`config.mk`:
```
export PLATFORM = sky130hd
export DESIGN_NAME = wb
export DESIGN_NICKNAME = d
export VERILOG_FILES = /design/src/rtl/wb.sv
export SDC_FILE = /design/constraint.sdc
export NUM_CORES = 1
export LEC_CHECK = 0
export BUFFER_PORTS_ARGS = -buffer_cell sky130_fd_sc_hd__buf_2
export CAP_MARGIN = 20
export CORE_MARGIN = 4
export CORE_UTILIZATION = 50
export CTS_CLUSTER_DIAMETER = 50
export DETAILED_ROUTE_END_ITERATION = 7
export PLACE_DENSITY = 0.87
export SLEW_MARGIN = 20
export SYNTH_ARGS = -nofsm -noshare
export SYNTH_HDL_FRONTEND = slang
export SYNTH_SLANG_ARGS = --single-unit
```
`constraint.sdc`:
```
create_clock -name clk -period 1.8 [get_ports clk]
set_clock_uncertainty 0.1 [all_clocks]
set_input_delay 0 -clock clk [delete_from_list [all_inputs] [get_ports clk]]
set_output_delay 0 -clock clk [all_outputs]
set_load 0.01 [all_outputs]
```
`src/rtl/wb.sv`:
```
// Write-back stage: drives the register-file write port, owns HI/LO and the
// CP0 STATUS/CAUSE/EPC registers, and raises the syscall/eret redirect.
module wb (
  input  logic         clk,
  input  logic         resetn,
  input  logic         WB_valid,
  input  logic [117:0] MEM_WB_bus_r,
  output logic         rf_wen,
  output logic [4:0]   rf_wdest,
  output logic [31:0]  rf_wdata,
  output logic         WB_over,
  output logic [4:0]   WB_wdest,
  output logic [32:0]  exc_bus,
  output logic         cancel,
  output logic [31:0]  WB_pc,
  output logic [31:0]  HI_data,
  output logic [31:0]  LO_data
);

  localparam logic [31:0] EXC_ENTRY    = 32'h0000_0000;
  localparam logic [7:0]  CP0_STATUS   = 8'h60;
  localparam logic [7:0]  CP0_CAUSE    = 8'h68;
  localparam logic [7:0]  CP0_EPC      = 8'h70;
  localparam logic [4:0]  EXC_SYSCALL  = 5'd8;

  // Bus fields, MSB first
  logic        bus_rf_wen;
  logic [4:0]  bus_rf_wdest;
  logic [31:0] mem_result;
  logic [31:0] lo_result;
  logic        hi_write;
  logic        lo_write;
  logic        mfhi;
  logic        mflo;
  logic        mtc0;
  logic        mfc0;
  logic [7:0]  cp0r_addr;
  logic        syscall;
  logic        eret;
  logic [31:0] pc;

  assign bus_rf_wen   = MEM_WB_bus_r[117];
  assign bus_rf_wdest = MEM_WB_bus_r[116:112];
  assign mem_result   = MEM_WB_bus_r[111:80];
  assign lo_result    = MEM_WB_bus_r[79:48];
  assign hi_write     = MEM_WB_bus_r[47];
  assign lo_write     = MEM_WB_bus_r[46];
  assign mfhi         = MEM_WB_bus_r[45];
  assign mflo         = MEM_WB_bus_r[44];
  assign mtc0         = MEM_WB_bus_r[43];
  assign mfc0         = MEM_WB_bus_r[42];
  assign cp0r_addr    = MEM_WB_bus_r[41:34];
  assign syscall      = MEM_WB_bus_r[33];
  assign eret         = MEM_WB_bus_r[32];
  assign pc           = MEM_WB_bus_r[31:0];

  logic [31:0] hi_q, hi_d;
  logic [31:0] lo_q, lo_d;
  logic [31:0] epc_q, epc_d;
  logic [7:0]  status_im_q, status_im_d;
  logic        status_exl_q, status_exl_d;
  logic        status_ie_q, status_ie_d;
  logic [4:0]  cause_exc_q, cause_exc_d;

  logic [31:0] status_rd;
  logic [31:0] cause_rd;
  logic [31:0] cp0_rdata;
  logic        exc_valid;
  logic [31:0] exc_pc;

  assign status_rd = {16'd0, status_im_q, 6'd0, status_exl_q, status_ie_q};
  assign cause_rd  = {25'd0, cause_exc_q, 2'd0};

  always_comb begin
    cp0_rdata = 32'd0;
    case (cp0r_addr)
      CP0_STATUS: cp0_rdata = status_rd;
      CP0_CAUSE:  cp0_rdata = cause_rd;
      CP0_EPC:    cp0_rdata = epc_q;
      default:    cp0_rdata = 32'd0;
    endcase
  end

  always_comb begin
    rf_wdata = mem_result;
    if (mfhi)      rf_wdata = hi_q;
    else if (mflo) rf_wdata = lo_q;
    else if (mfc0) rf_wdata = cp0_rdata;
  end

  // eret returns to the EPC held before this cycle's edge
  always_comb begin
    exc_valid = WB_valid & (syscall | eret);
    exc_pc    = 32'd0;
    if (WB_valid) begin
      if (syscall)   exc_pc = EXC_ENTRY;
      else if (eret) exc_pc = epc_q;
    end
  end

  always_comb begin
    hi_d         = hi_q;
    lo_d         = lo_q;
    epc_d        = epc_q;
    status_im_d  = status_im_q;
    status_exl_d = status_exl_q;
    status_ie_d  = status_ie_q;
    cause_exc_d  = cause_exc_q;
    if (WB_valid) begin
      if (hi_write) hi_d = mem_result;
      if (lo_write) lo_d = lo_result;
      if (syscall) begin
        epc_d        = pc;
        cause_exc_d  = EXC_SYSCALL;
        status_exl_d = 1'b1;
      end else if (eret) begin
        status_exl_d = 1'b0;
      end else if (mtc0) begin
        case (cp0r_addr)
          CP0_STATUS: begin
            status_im_d  = mem_result[15:8];
            status_exl_d = mem_result[1];
            status_ie_d  = mem_result[0];
          end
          CP0_EPC: epc_d = mem_result;
          default: ;
        endcase
      end
    end
  end

  always_ff @(posedge clk or negedge resetn) begin
    if (!resetn) begin
      hi_q         <= 32'd0;
      lo_q         <= 32'd0;
      epc_q        <= 32'd0;
      status_im_q  <= 8'd0;
      status_exl_q <= 1'b0;
      status_ie_q  <= 1'b0;
      cause_exc_q  <= 5'd0;
    end else begin
      hi_q         <= hi_d;
      lo_q         <= lo_d;
      epc_q        <= epc_d;
      status_im_q  <= status_im_d;
      status_exl_q <= status_exl_d;
      status_ie_q  <= status_ie_d;
      cause_exc_q  <= cause_exc_d;
    end
  end

  assign rf_wen   = WB_valid & bus_rf_wen;
  assign rf_wdest = bus_rf_wdest;
  assign WB_over  = WB_valid;
  assign WB_wdest = bus_rf_wdest & {5{WB_valid}};
  assign exc_bus  = {exc_valid, exc_pc};
  assign cancel   = exc_valid;
  assign WB_pc    = pc;
  assign HI_data  = hi_q;
  assign LO_data  = lo_q;

endmodule

```
==> results of run 1 <==
[metrics by stage]
| step | utilization [%] | hold WS [ns] |
|---|---|---|
| 6_report | 75.15 | -0.003071 |
| 3_5_place_dp | 63.84 | -0.1432 |
| 3_3_place_gp | 63.84 | -0.1542 |
| 5_1_grt | 75.13 | 0.03524 |
| 4_1_cts | 75.13 | 0.02595 |
| 2_1_floorplan | - | -0.3956 |
[registers in the layout, summed over array words and instances, names as in the netlist]
register	count
HI_data	32
LO_data	32
cause_exc_q	1
epc_q	32
status_exl_q	1
status_ie_q	1
status_im_q	8
[how the worst max path moves through the flow]
stage	from	end	slack (ns)	depth (start not counted)
2_1_floorplan	MEM_WB_bus_r[35]	epc_q[11]$_DFFE_PN0P_	0.43	4
3_3_place_gp	MEM_WB_bus_r[35]	epc_q[13]$_DFFE_PN0P_	0.28	6
3_5_place_dp	MEM_WB_bus_r[35]	epc_q[26]$_DFFE_PN0P_	0.23	6
4_1_cts	MEM_WB_bus_r[32]	epc_q[26]$_DFFE_PN0P_	0.08	6
5_1_grt	MEM_WB_bus_r[32]	epc_q[26]$_DFFE_PN0P_	0.002	6
6_report	MEM_WB_bus_r[32]	epc_q[26]$_DFFE_PN0P_	0.04	6
[timing repair]
item                      in CTS  in global routing
buffers inserted               0                  0
hold endpoints to repair     214                  0
hold buffers                 100                  0
[layer usage]
layer	share of wire (%)	track usage [%]
met1	34	39.08
met2	51	59.19
met3	9.9	7.467
met4	4.3	15.70
met5	0	0
[power breakdown]
| part | total, mW | internal (mW) | switching [mW] |
|---|---|---|---|
| combinational | 1.90 | 0.959 | 0.945 |
| sequential | 3.00 | 2.71 | 0.291 |
| clock | 1.96 | 1.00 | 0.956 |
| total | 6.87 | 4.68 | 2.19 |
[cells by family after synthesis]
| group | count (synthesis) |
|---|---|
| muxes | 83 |
| buffers and inverters | 83 |
| and+or+nand+nor | 130 |
| AOI/OAI and AO/OA | 131 |
| DFF | 107 |
[cell type report]
class	count	area, um2	share of cell area [%]
Timing Repair Buffer	419	2725	31.76
Inverter	2	7.507	0.08749
Antenna cell	1	2.502	0.02916
Multi-Input combinational cell	344	2701	31.48
Clock buffer	11	242.7	2.829
Sequential cell	107	2678	31.20
Clock inverter	5	45.04	0.5249
Tap cell	143	178.9	2.085
[cells in the final DEF (no fill, tap or decap), drive strengths merged]
| master | count |
|---|---|
| or2 | 1 |
| o311ai | 1 |
| nand2 | 5 |
| or3b | 1 |
| o21a | 1 |
| clkbuf | 11 |
| nand2b | 35 |
| o21ai | 1 |
| o22ai | 30 |
| and3b | 3 |
| o221a | 32 |
| dfrtp | 107 |
| nor4b | 2 |
| diode | 1 |
| mux2 | 83 |
| and4 | 1 |
| clkinv | 2 |
| nor2 | 2 |
| a21oi | 62 |
| dlygate4sd3 | 100 |
| nor4bb | 3 |
| a32oi | 1 |
| o211ai | 1 |
| nor2b | 3 |
| inv | 5 |
| a311o | 1 |
| buf | 319 |
| and2 | 40 |
| a41o | 1 |
| nand3 | 12 |
| nand4 | 22 |
[critical path, cell delays in order]
cell	delay (ns)
dlygate4sd3_1	0.54
buf_2	0.16
nor4bb_1	0.42
nand4_1	0.14
buf_4	0.29
o221a_2	0.33
==> flow_metrics.env, run 1 <==
export IMPL_cts_resized=0
export IMPL_clk_pin_slew_ns=0.09
export IMPL_port_buffers=294
export IMPL_viasPerCell=6.098
export IMPL_yosys_warnings=0
export IMPL_dpl_hpwl_mm=15.49
export IMPL_dieArea_um2=13430
export IMPL_synth_mux_area_fraction_pct=16.06
export IMPL_synth_seq_cells=107
export IMPL_ys_top_cells_by_count="dfrtp_1, mux2_2, a21oi_1"
export IMPL_status="finished, violations left"
export IMPL_synth_xor_area_share_pct=0
export IMPL_postPlaceCellArea_um2=7289
export IMPL_power_mw=6.869
export IMPL_violations="negative hold slack"
export IMPL_fmax_mhz=568.9
export IMPL_hold_worst_slack_ns=-0.003071
export IMPL_synthArstFlopShare_pct=100.0
export IMPL_vias=6293
export IMPL_initial_core_util_pct=50.96
export IMPL_clk_path_buf_depth=2
export IMPL_synth_compound_area_share_pct=15.74
export IMPL_synthSimpleGateAreaFrac_pct=14.17
export IMPL_fin_cells=1032
export IMPL_finalHoldViolCount=1
export IMPL_die_x_um=115.9
export IMPL_rows=39
export IMPL_cp_required_ns=1.93
export IMPL_reg2reg_from="HI_data[26]$_DFFE_PN0P_"
export IMPL_cts_tree="done"
export IMPL_synth_top_area_share_pct=46.01
export IMPL_grt_pass1_wl_mm=34.90
export IMPL_num_nets_final=1004
export IMPL_synth_top_family_by_area="multiplexers"
export IMPL_synth_fa_ha_area_share_pct=0
export IMPL_fillers=784
export IMPL_rsz0062_at_grt="no"
export IMPL_totalWireLength_mm=23.53
export IMPL_antenna_found_initial=0
export IMPL_dpl_cell_count=915
export IMPL_grt_ovfl_total=0
export IMPL_ant_nets=0
export IMPL_drc=0
export IMPL_firstDrtPassIters=5
export IMPL_postSynthCellCount=534
export IMPL_grt_pass1_vias=6511
export IMPL_relSlewSlack_pct=49.65
export IMPL_finalWorstSetupSlack_ns=0.04221
export IMPL_tightest_slew_ns=0.7552
export IMPL_insertion_delay_ns=0.35
export IMPL_finalSetupTns_ns=0
export IMPL_r2r_cells=1
export IMPL_final_area_um2=8581
export IMPL_fin_crit_ns=1.758
export IMPL_cts_sinks=107
export IMPL_critPathArrivalTime_ns=1.89
export IMPL_hp_class="in -> async"
export IMPL_syn_area_um2=5819
export IMPL_layout_drive_gt1_share_pct=51.35
export IMPL_synth_edff_count=0
export IMPL_finalCritPeriodShare_pct=97.65
export IMPL_synthToLayoutAreaGrowth_pct=47.45
export IMPL_netlist_cell_type_count=32
export IMPL_synth_avg_cell_area_um2=10.90
export IMPL_cts_root_buf="clkbuf_16"
export IMPL_wl_per_cell_um=22.80
export IMPL_place_ws_ns=0.2329
export IMPL_power_density_nw_per_um2=800.5
export IMPL_r2r_end="HI_data[26]$_DFFE_PN0P_"
export IMPL_maxCapViolCount=0
export IMPL_worstSetupPathType="in -> reg"
export IMPL_synth_most_common_cell="dfrtp_1"
export IMPL_endpoint_kind="register"
export IMPL_grt_use_total_pct=33.68
export IMPL_ys_flop_type="dfrtp_1"
export IMPL_grt_start_max_net_pins=51
export IMPL_numCtsBuffers=9
export IMPL_regToRegSetupSlack_ns=0.84
export IMPL_startpoint_type="input pin"
export IMPL_synth_area_leader_cell="dfrtp_1"
export IMPL_synth_net_count=655
export IMPL_p_leak_nw=4.061
export IMPL_netlist_top_cells_area="dfrtp_1, mux2_2, o221a_2"
export IMPL_path_max_fanout=32
export IMPL_drt_iter0_drc=843
export IMPL_slew_violations=0
export IMPL_ir_drop_mv=0.5605
export IMPL_io_pins=295
export IMPL_place_congestion=0.9247
export IMPL_ys_seq_area_share_pct=46.01
export IMPL_htreeDepth=3
export IMPL_coreArea_um2=11420
export IMPL_setup_violations=0
export IMPL_die_y_um=115.9
Power figures use the tool's default switching activity.
==> run 2: changes to the inputs <==
--- a/config.mk
+++ b/config.mk
@@ -7,11 +7,13 @@
 export LEC_CHECK = 0
 export BUFFER_PORTS_ARGS = -buffer_cell sky130_fd_sc_hd__buf_2
 export CAP_MARGIN = 20
+export CELL_PAD_IN_SITES_DETAIL_PLACEMENT = 0
+export CELL_PAD_IN_SITES_GLOBAL_PLACEMENT = 2
 export CORE_MARGIN = 4
-export CORE_UTILIZATION = 50
+export CORE_UTILIZATION = 29
 export CTS_CLUSTER_DIAMETER = 50
 export DETAILED_ROUTE_END_ITERATION = 7
-export PLACE_DENSITY = 0.87
+export PLACE_DENSITY_LB_ADDON = 0.1
 export SLEW_MARGIN = 20
 export SYNTH_ARGS = -nofsm -noshare
 export SYNTH_HDL_FRONTEND = slang
==> flow_metrics.env, run 2 (synthesis gave the netlist of run 1 again) <==
export IMPL_status="finished clean"
export IMPL_port_buffers=294
export IMPL_wl_per_cell_um=21.08
export IMPL_slew_violations=0
export IMPL_grt_pass1_vias=6175
export IMPL_setup_violations=0
export IMPL_post_cts_buffers=0
export IMPL_grt_ovfl_total=0
export IMPL_regToRegSetupSlack_ns=0.88
export IMPL_finalHoldViolCount=0
export IMPL_insertion_delay_ns=0.34
export IMPL_drt_iter0_drc=237
export IMPL_endpoint_kind="register"
export IMPL_tightest_slew_ns=0.8565
export IMPL_ir_drop_mv=0.4027
export IMPL_cts_root_buf="clkbuf_16"
export IMPL_layout_drive_gt1_share_pct=51.85
export IMPL_relSlewSlack_pct=42.71
export IMPL_grt_start_max_net_pins=67
export IMPL_final_area_um2=8781
export IMPL_vias=5720
export IMPL_coreArea_um2=19590
export IMPL_die_x_um=149.7
export IMPL_rsz0062_at_grt="no"
export IMPL_power_density_nw_per_um2=779.4
export IMPL_worstSetupPathType="in -> reg"
export IMPL_grt_use_total_pct=21.34
export IMPL_place_congestion=0.8181
export IMPL_io_pins=295
export IMPL_die_y_um=149.7
export IMPL_finalCritPeriodShare_pct=97.09
export IMPL_cp_required_ns=1.93
export IMPL_initial_core_util_pct=29.71
export IMPL_rows=51
export IMPL_synthToLayoutAreaGrowth_pct=50.89
export IMPL_htreeDepth=3
export IMPL_maxCapViolCount=0
export IMPL_dpl_cell_count=1042
export IMPL_cts_tree="done"
export IMPL_final_common_cell="buf_2"
export IMPL_numCtsBuffers=9
export IMPL_firstDrtPassIters=4
export IMPL_fin_cells=1158
export IMPL_dpl_hpwl_mm=17.35
export IMPL_hp_class="in -> reg"
export IMPL_ant_nets=0
export IMPL_postPlaceCellArea_um2=7487
export IMPL_most_common_layout_cells="buf_2, dfrtp_1, dlygate4sd3_1"
export IMPL_fillers=1930
export IMPL_cts_sinks=107
export IMPL_fmax_mhz=572.2
export IMPL_clk_pin_slew_ns=0.07
export IMPL_p_leak_nw=4.078
export IMPL_final_util_pct=44.82
export IMPL_fin_crit_ns=1.748
export IMPL_critPathArrivalTime_ns=1.88
export IMPL_viasPerCell=4.940
export IMPL_num_nets_final=1009
export IMPL_finalSetupTns_ns=0
export IMPL_power_mw=6.844
export IMPL_antenna_found_initial=2
export IMPL_drc=0
export IMPL_clk_path_buf_depth=2
export IMPL_totalWireLength_mm=24.41
export IMPL_path_max_fanout=21
export IMPL_dieArea_um2=22400
export IMPL_grt_pass1_wl_mm=36.41
export IMPL_startpoint_type="input pin"
==> run 2: repair_timing <==
item,CTS,global route
gates resized for setup,0,1
hold buffers,100,0
setup endpoints to repair,0,14
endpoints found under the hold margin,213,0
==> run 2: final cells by class <==
cell class / instances / area, um2 / share of cell area, %
Multi-Input combinational cell: 344 / 2709 / 30.85
Clock inverter: 2 / 37.54 / 0.4275
Clock buffer: 12 / 246.5 / 2.807
Antenna cell: 2 / 5.005 / 0.05700
Sequential cell: 107 / 2678 / 30.49
Tap cell: 265 / 331.6 / 3.776
Timing Repair Buffer: 424 / 2766 / 31.50
Inverter: 2 / 7.507 / 0.08549
==> run 2: per-stage QoR <==
step                      worst slack (ns)  hold WS (ns)
after floorplan                     0.4259       -0.3956
after global placement              0.2446       -0.1764
after detailed placement            0.1966       -0.1665
after CTS                          0.04494       0.01019
after global routing               0.03404       0.03128
final                              0.05234       0.03300
==> run 2: report_power, final <==
group	total (mW)	switching, mW	internal, mW
logic	1.88	0.915	0.962
clock network	1.99	0.882	1.11
registers	2.98	0.264	2.72
total	6.84	2.06	4.78
==> run 2: path summary, 6_finish.rpt <==
check                                                   to  depth (start not counted)                  startpoint
worst max-delay path                 epc_q[17]$_DFFE_PN0P_                          7            MEM_WB_bus_r[33]
worst min-delay path            cause_exc_q[3]$_DFFE_PN0P_                          4                    WB_valid
worst max register to register     LO_data[15]$_DFFE_PN0P_                          1     LO_data[15]$_DFFE_PN0P_
worst min register to register  status_im_q[6]$_DFFE_PN0P_                          1  status_im_q[6]$_DFFE_PN0P_
max in group asynchronous          HI_data[20]$_DFFE_PN0P_                          3                      resetn
min in group asynchronous          HI_data[19]$_DFFE_PN0P_                          3                      resetn
==> run 2: critical path: stages <==
cell and delay (ns):
dlygate4sd3_1 0.54, buf_2 0.17, nor4bb_1 0.32, buf_4 0.18, nand4_1 0.15, buf_6 0.23
o221a_2 0.29
==> run 2: per-layer routing <==
layer	wire length (um)	share of wire (%)	track usage, %
met5	0	0	0
met4	293	1.2	5.444
met3	1662	6.8	4.664
met2	12260	50	37.78
met1	10190	42	26.40
==> run 3: changes to the inputs <==
--- a/config.mk
+++ b/config.mk
@@ -5,12 +5,13 @@
 export SDC_FILE = /design/constraint.sdc
 export NUM_CORES = 1
 export LEC_CHECK = 0
+export ABC_AREA = 1
 export BUFFER_PORTS_ARGS = -buffer_cell sky130_fd_sc_hd__buf_2
 export CAP_MARGIN = 20
 export CELL_PAD_IN_SITES_DETAIL_PLACEMENT = 0
 export CELL_PAD_IN_SITES_GLOBAL_PLACEMENT = 2
 export CORE_MARGIN = 4
-export CORE_UTILIZATION = 29
+export CORE_UTILIZATION = 28
 export CTS_CLUSTER_DIAMETER = 50
 export DETAILED_ROUTE_END_ITERATION = 7
 export PLACE_DENSITY_LB_ADDON = 0.1
==> flow_metrics.env, run 3 <==
export IMPL_r2r_end="LO_data[26]$_DFFE_PN0P_"
export IMPL_synthArstFlopShare_pct=100.0
export IMPL_ys_flop_type="dfrtp_1"
export IMPL_synth_seq_cells=107
export IMPL_regToRegSetupSlack_ns=0.88
export IMPL_num_nets_final=1296
export IMPL_initial_core_util_pct=28.57
export IMPL_critPathArrivalTime_ns=1.76
export IMPL_p_int_mw=4.998
export IMPL_synth_edff_count=0
export IMPL_io_pins=295
export IMPL_clkPwrFrac_pct=32.4
export IMPL_finalCritPeriodShare_pct=87.32
export IMPL_netlist_cell_type_count=28
export IMPL_synth_top_area_share_pct=41.14
export IMPL_grt_ovfl_total=0
export IMPL_pwr_share_seq_pct=40.3
export IMPL_status="finished clean"
export IMPL_tightest_slew_ns=0.4692
export IMPL_combPwrFrac_pct=27.3
export IMPL_p_leak_nw=4.933
export IMPL_maxCapViolCount=0
export IMPL_clk_path_buf_depth=2
export IMPL_finalHoldViolCount=0
export IMPL_rsz0062_at_grt="no"
export IMPL_place_congestion=0.7668
export IMPL_syn_area_um2=6509
export IMPL_worstSetupPathType="in -> reg"
export IMPL_dieArea_um2=25750
export IMPL_coreArea_um2=22780
export IMPL_synth_area_leader_cell="dfrtp_1"
export IMPL_ys_top_cells_by_count="nand2_1, dfrtp_1, inv_1"
export IMPL_totalWireLength_mm=24.86
export IMPL_viasPerCell=4.393
export IMPL_port_buffers=294
export IMPL_r2r_cells=1
export IMPL_synth_avg_cell_area_um2=8.095
export IMPL_clk_pin_slew_ns=0.08
export IMPL_grt_pass1_wl_mm=39.27
export IMPL_numCtsBuffers=9
export IMPL_ant_nets=0
export IMPL_cts_root_buf="clkbuf_16"
export IMPL_crit_buf_inv=4
export IMPL_insertion_delay_ns=0.35
export IMPL_die_x_um=160.5
export IMPL_postSynthCellCount=804
export IMPL_switching_share_pct=31.38
export IMPL_hp_class="in -> async"
export IMPL_cts_resized=0
export IMPL_wl_per_cell_um=16.65
export IMPL_slowest_stage="dlygate4sd3_1"
export IMPL_startpoint_type="input pin"
export IMPL_worstPathCellList="buf_2 > inv_2 > nand2_4 > nor2_8 > nand3_2 > nand2_4 > buf_12 > o211ai_2 > dlygate4sd3_1 > o21ai_2"
export IMPL_finalWorstSetupSlack_ns=0.2282
export IMPL_synth_net_count=925
export IMPL_htreeDepth=3
export IMPL_cts_sinks=107
export IMPL_reg2reg_from="LO_data[26]$_DFFE_PN0P_"
export IMPL_final_common_cell="buf_2"
export IMPL_yosys_warnings=0
export IMPL_die_y_um=160.5
export IMPL_relSlewSlack_pct=68.72
export IMPL_vias=6559
export IMPL_synthToLayoutAreaGrowth_pct=49.42
export IMPL_cts_tree="done"
export IMPL_drc=0
export IMPL_antenna_cells=0
export IMPL_antenna_found_initial=0
export IMPL_post_cts_buffers=0
export IMPL_endpoint_kind="register"
export IMPL_max_stage_delay_ns=0.59
export IMPL_finalSetupTns_ns=0
export IMPL_place_ws_ns=0.3955
export IMPL_slew_violations=0
export IMPL_cpLargestDelayFamily="buffers and inverters"
export IMPL_setup_violations=0
export IMPL_grt_pass1_vias=6861
export IMPL_firstDrtPassIters=4
export IMPL_ys_seq_area_share_pct=41.14
export IMPL_grt_start_max_net_pins=65
export IMPL_rows=55
export IMPL_cp_required_ns=1.99
export IMPL_most_common_layout_cells="buf_2, nand2_1, dlygate4sd3_1"
export IMPL_power_density_nw_per_um2=749.0
export IMPL_ir_drop_mv=0.4815
export IMPL_fmax_mhz=636.2
export IMPL_cp_common_cell="nand2_4"
export IMPL_path_max_fanout=20
export IMPL_fin_crit_ns=1.572
export IMPL_dpl_hpwl_mm=18.32
export IMPL_netlist_top_cells_area="dfrtp_1, nand2_1, mux2_2"
export IMPL_synth_most_common_cell="nand2_1"
export IMPL_crit_start="MEM_WB_bus_r[34]"
export IMPL_p_sw_mw=2.286
export IMPL_layout_drive_gt1_share_pct=38.64
export IMPL_drt_iter0_drc=263
export IMPL_grt_use_total_pct=19.15
run 3: power by group through the flow:
stage / clock network, mW / logic, mW / registers (mW)
6_report: 2.36 / 1.99 / 2.94
5_1_grt: 2.52 / 2.21 / 2.98
4_1_cts: 2.45 / 2.02 / 2.94
3_5_place_dp: 0 / 1.80 / 2.99
3_3_place_gp: 0 / 1.80 / 2.99
2_1_floorplan: 0 / 0.935 / 3.02
run 3: per-stage QoR:
| stage | power [mW] | area [um2] | util, % | hold WS [ns] | std cells |
|---|---|---|---|---|---|
| floorplan | 3.956 | 6509 | - | -0.3956 | 804 |
| global placement | 4.786 | 8092 | 35.52 | -0.1349 | 1348 |
| detailed placement | 4.793 | 8092 | 35.52 | -0.1312 | 1348 |
| CTS | 7.416 | 9726 | 42.70 | 0.02286 | 1493 |
| global route | 7.705 | 9726 | 42.70 | 0.04748 | 1493 |
| finish | 7.284 | 9726 | 42.70 | 0.01772 | 1493 |
run 3: worst max-delay path by stage:
stage | end | slack [ns] | cells after the start
6_report | epc_q[20]$_DFFE_PN0P_ | 0.23 | 10
5_1_grt | epc_q[17]$_DFFE_PN0P_ | 0.14 | 10
4_1_cts | epc_q[17]$_DFFE_PN0P_ | 0.25 | 10
3_5_place_dp | rf_wdata[31] | 0.40 | 9
3_3_place_gp | status_ie_q$_DFFE_PN0P_ | 0.40 | 9
2_1_floorplan | status_im_q[6]$_DFFE_PN0P_ | 0.78 | 9
run 3: cell families (layout without fill, tap and decap cells):
group	Yosys count	in the layout	share of synthesized area (%)
flip-flops	107	107	41.14
AND/OR/NAND/NOR	286	286	18.30
multiplexers	32	32	5.536
AO/OA/AOI/OAI	205	205	21.30
buffers and inverters	174	550	13.73
run 3: routing by layer:
metal	global-route usage [%]	vias up	part of all wire [%]
li1	-	3324	-
met1	26.20	3032	47
met2	31.79	187	47
met3	3.669	16	5.2
met4	3.715	0	0.95
met5	0	-	0
run 3: cell type report:
cell class / count / area [um2]
clock buffers: 11 / 232.7
clock inverters: 5 / 110.1
fillers: 2382 / 13050
inverters: 83 / 315.3
multi-input cells: 523 / 2948
flip-flops and latches: 107 / 2678
well taps: 313 / 391.6
repair buffers: 451 / 3050
run 3: repair_timing:
item / 4_1_cts / 5_1_grt
hold buffers: 129 / 0
hold endpoints to repair: 214 / 0
setup endpoints to repair: 0 / 0
